$ cat src/rtl/async_fifo_rd_stream.sv
// Read-side adapter for async_fifo: pops FIFO words into a 2-entry register buffer
// and presents them on a valid/ready stream with registered outputs.
module async_fifo_rd_stream #(
    parameter int DSIZE = 32
) (
    input  logic             rclk,
    input  logic             rrst_n,
    input  logic             rempty,
    input  logic [DSIZE-1:0] rdata,
    output logic             rinc,
    input  logic             flush,
    output logic             o_valid,
    input  logic             o_ready,
    output logic [DSIZE-1:0] o_data,
    output logic [1:0]       o_level
);

    logic [DSIZE-1:0] entry_r [2];
    logic             wr_ptr_r;
    logic             rd_ptr_r;
    logic [1:0]       count_r;
    logic             o_valid_r;
    logic [DSIZE-1:0] o_data_r;

    logic [DSIZE-1:0] entry_nxt_s [2];
    logic             wr_ptr_nxt_s;
    logic             rd_ptr_nxt_s;
    logic [1:0]       count_nxt_s;
    logic             pop_s;
    logic             deq_s;

    // Pop strobe: depends only on registered count plus rempty/flush, never on o_ready.
    // Gating with rrst_n keeps the FIFO untouched while this block is held in reset.
    always_comb begin
        pop_s = 1'b0;
        if (rrst_n && !rempty && !flush && (count_r < 2'd2)) begin
            pop_s = 1'b1;
        end else begin
            pop_s = 1'b0;
        end
    end

    assign deq_s = o_valid_r & o_ready;

    // Next-state for buffer storage, pointers and occupancy.
    always_comb begin
        entry_nxt_s  = entry_r;
        wr_ptr_nxt_s = wr_ptr_r;
        rd_ptr_nxt_s = rd_ptr_r;
        count_nxt_s  = count_r;
        if (flush) begin
            // A same-cycle dequeue is still taken by the consumer; nothing to undo.
            wr_ptr_nxt_s = 1'b0;
            rd_ptr_nxt_s = 1'b0;
            count_nxt_s  = 2'd0;
        end else begin
            if (pop_s) begin
                entry_nxt_s[wr_ptr_r] = rdata;
                wr_ptr_nxt_s          = ~wr_ptr_r;
            end else begin
                wr_ptr_nxt_s = wr_ptr_r;
            end
            if (deq_s) begin
                rd_ptr_nxt_s = ~rd_ptr_r;
            end else begin
                rd_ptr_nxt_s = rd_ptr_r;
            end
            case ({pop_s, deq_s})
                2'b10:   count_nxt_s = count_r + 2'd1;
                2'b01:   count_nxt_s = count_r - 2'd1;
                default: count_nxt_s = count_r;
            endcase
        end
    end

    // State registers; o_data/o_valid are precomputed so they leave straight from flops.
    always_ff @(posedge rclk or negedge rrst_n) begin
        if (!rrst_n) begin
            entry_r[0] <= {DSIZE{1'b0}};
            entry_r[1] <= {DSIZE{1'b0}};
            wr_ptr_r   <= 1'b0;
            rd_ptr_r   <= 1'b0;
            count_r    <= 2'd0;
            o_valid_r  <= 1'b0;
            o_data_r   <= {DSIZE{1'b0}};
        end else begin
            entry_r[0] <= entry_nxt_s[0];
            entry_r[1] <= entry_nxt_s[1];
            wr_ptr_r   <= wr_ptr_nxt_s;
            rd_ptr_r   <= rd_ptr_nxt_s;
            count_r    <= count_nxt_s;
            o_valid_r  <= (count_nxt_s != 2'd0);
            o_data_r   <= entry_nxt_s[rd_ptr_nxt_s];
        end
    end

    assign rinc    = pop_s;
    assign o_valid = o_valid_r;
    assign o_data  = o_data_r;
    assign o_level = count_r;

endmodule

$ cat config.mk
export PLATFORM = sky130hd
export DESIGN_NAME = async_fifo_rd_stream
export DESIGN_NICKNAME = d
export VERILOG_FILES = /design/src/rtl/async_fifo_rd_stream.sv
export SDC_FILE = /design/constraint.sdc
export NUM_CORES = 1
export LEC_CHECK = 0
export BUFFER_PORTS_ARGS = -buffer_cell sky130_fd_sc_hd__buf_2
export CAP_MARGIN = 20
export CORE_ASPECT_RATIO = 1.5
export CORE_UTILIZATION = 40
export CTS_CLUSTER_SIZE = 20
export DETAILED_ROUTE_END_ITERATION = 12
export GPL_ROUTABILITY_DRIVEN = 0
export PLACE_DENSITY_LB_ADDON = 0.2
export SETUP_SLACK_MARGIN = 0.02
export SLEW_MARGIN = 20
export SYNTH_ARGS = -nofsm -noshare
export SYNTH_HDL_FRONTEND = slang
export SYNTH_SLANG_ARGS = --single-unit
$ cat constraint.sdc
create_clock -name rclk -period 2.55 [get_ports rclk]
set_input_delay 0 -clock rclk [delete_from_list [all_inputs] [get_ports rclk]]
set_output_delay 0 -clock rclk [all_outputs]
set_load 0.05 [all_outputs]
==> results_dict.tcl <==
set metrics [dict create \
    status "complete, no violations" \
    netlist.area_leader.share_pct 59.9 \
    die_h_um 128 \
    ys_top_cells_by_area "dfrtp_1 (60%), mux2_2 (17%), o221a_1 (8.0%), nand3_1 (3.8%), nor2_1 (3.0%)" \
    syn-instance-count 304 \
    syn_nets 342 \
    grt_overflow 0 \
    holdBufCountCts 33 \
    finalSetupTns_ns 0 \
    skew_ns 0.00412 \
    r2r-end "o_data[27]$_DFF_PN0_" \
    grt_max_degree 71 \
    finalNonFillerCells 551 \
    yosysTopAreaCell "dfrtp_1" \
    die_area_sq_um 11000 \
    netlist-cell-type-count 27 \
    layout-drive-gt1-share_pct 40.2 \
    root_buffer "clkbuf_16" \
    vias_per_cell 5.12 \
    cts_resized 0 \
    synth-xor-area-share_pct 1.07 \
    ctsLongestPathBuffers 2 \
    p_leak_nw 2.36 \
    worst-r2r-cell-count 5 \
    max-cap-violations 0 \
    tightest_slew_ns 0.873 \
    final_common_cell "dfrtp_1" \
    synth.avg_cell_area_sq_um 13.9 \
    yosysWarnings 0 \
    worstPathRequired_ns 2.82 \
    area_growth_pct 26.3 \
    whs_ns 0.0670 \
    drt_iter0_markers 78 \
    clk_latency_ns 0.34 \
    yosys_register_bits 101 \
    cts_setup_buffers 0 \
    startpoint "o_valid$_DFF_PN0_" \
    drtAntennaViolNets 0 \
    initial_utilization_pct 41.4 \
    setup_ws_ns 0.278 \
    drt_pre_antenna_iters 4 \
    final.min_clock_period_ns 2.27 \
    finalHoldViolations 0 \
    reg2reg_slack_ns 0.28 \
    numClockSinks 101 \
    yosys.area_share.simple_pct 8.59 \
    ir_drop_v 0.000561 \
    max_slew_margin_pct 41.8 \
    post_drt_wl_per_cell_um 16.2 \
    h-tree-depth 3 \
    yosysSeqAreaShare_pct 59.9 \
    numCtsBuffers 9 \
    drc 0 \
    synth_top_family_by_area "multiplexers" \
    syn_area_sq_um 4220 \
    worstPathArrival_ns 2.54 \
    drv_slew 0 \
    dp_hpwl_um 5330 \
    startpoint_type "register" \
    antennaDiodeCount 0 \
    wl_um 8940 \
    final_cell_mix "dfrtp_1 (101), buf_2 (71), mux2_2 (64), nor2_1 (34), dlygate4sd3_1 (33)" \
    fin_crit_sh_pct 89.1 \
    boundaryPins 73 \
    cts_tree "built" \
    finalSetupViolations 0 \
    core.rowCount 45 \
    synthAdderAreaFrac_pct 0.296 \
    power.density_nw_per_um2 1040 \
    dp.cells 503 \
    grt_pass1_wl_um 15000 \
    critPathMaxFanout 34 \
    grt_pass1_vias 2934 \
    rsz0062_at_grt "false" \
    synth_compound_area_share_pct 9.30 \
    crit_type "reg -> reg" \
    dp_slack_ns 0.256 \
    cp-endpoint "o_data[27]$_DFF_PN0_" \
    die_x_um 85.9 \
    hp-class "in -> reg" \
    synthMuxAreaShare_pct 17.6 \
    portBuffers 72 \
    fmax_ghz 0.440 \
    fp.coreArea_sq_um 10200 \
    n_fill_cell 905 \
    layout.nets 444 \
    grt_use_total_pct 18.0 \
    via_count 2820 \
    clk_pin_slew_worst_paths_ns 0.06 \
    r2r_start "o_valid$_DFF_PN0_" \
    grt_antenna_before_repair 0 \
    cp-end-kind "register" \
]
-- critical path, stage by stage (launching register included) --
cell	delay [ns]
dfrtp_1	0.35
and2_1	0.24
xor2_4	0.21
buf_4	0.40
a21o_2	0.69
o221a_1	0.30
-- cell usage after synthesis, drive strengths merged --
cell and number:
mux2 64, xnor2 1, a21oi 1, o21ai 1, ha 1, nand3 32, nand2 1, mux2i 1
and2 3, buf 12, nor4b 1, dfrtp 101, inv 2, clkbuf 10, a31oi 1, a21o 2
or3 1, nor2 35, xor2 2, o221a 32
-- kinds of logic (layout without fill, tap and decap cells) --
family	Yosys count	count (layout)
compound gates	37	37
xor+xnor	3	3
fa+ha+maj	1	1
buf+inv	24	130
flops	101	101
mux	65	65
simple gates	73	73
-- worst min-delay path by stage --
stage                                 end  slack, ns   start  depth (start not counted)
detailed placement  entry_r[39]$_DFF_PN0_       0.08  rrst_n                          2
finish               wr_ptr_r$_DFFE_PN0P_       0.07  rempty                          4
global route         wr_ptr_r$_DFFE_PN0P_       0.07  rempty                          4
CTS                  wr_ptr_r$_DFFE_PN0P_       0.06  rempty                          4
global placement    entry_r[39]$_DFF_PN0_       0.08  rrst_n                          2
floorplan            entry_r[0]$_DFF_PN0_      -0.30  rrst_n                          0
-- sequential cells by signal, indices dropped and copies added, names as in the netlist --
register,cells
entry_r,64
o_data,32
o_level,2
o_valid,1
rd_ptr_r,1
wr_ptr_r,1
-- per-stage QoR --
step                      instance area [sq um]  power [mW]  utilization (%)
after global placement                     4680        4.16             46.0
after CTS                                  5340        5.63             52.4
final                                      5340        5.56             52.4
after global routing                       5340        5.85             52.4
after detailed placement                   4710        4.21             46.2
after floorplan                            4220        3.76                -
-- routing by layer --
metal	GRT usage [%]	vias to the layer above	part of all wire, %
li1	-	1308	-
met1	22.5	1450	43
met2	30.5	50	52
met3	3.28	12	2.9
met4	7.75	0	2.1
met5	0	-	0
-- where the power goes --
group | switching, mW | leakage, nW | internal [mW] | total [mW]
Clock | 0.556 | 0.143 | 0.811 | 1.37
Combinational | 1.19 | 0.994 | 0.680 | 1.87
Sequential | 0.221 | 1.22 | 2.11 | 2.33
-- final cells by class --
type / instances / area, sq um / share of cell area (%)
tap: 141 / 176 / 3.31
clock buffer: 14 / 264 / 4.95
sequential: 101 / 2530 / 47.4
inverter: 2 / 7.51 / 0.141
clock inverter: 1 / 30.0 / 0.563
timing repair buffer: 113 / 773 / 14.5
multi-input combinational: 179 / 1560 / 29.2
Power figures use the tool's default switching activity.
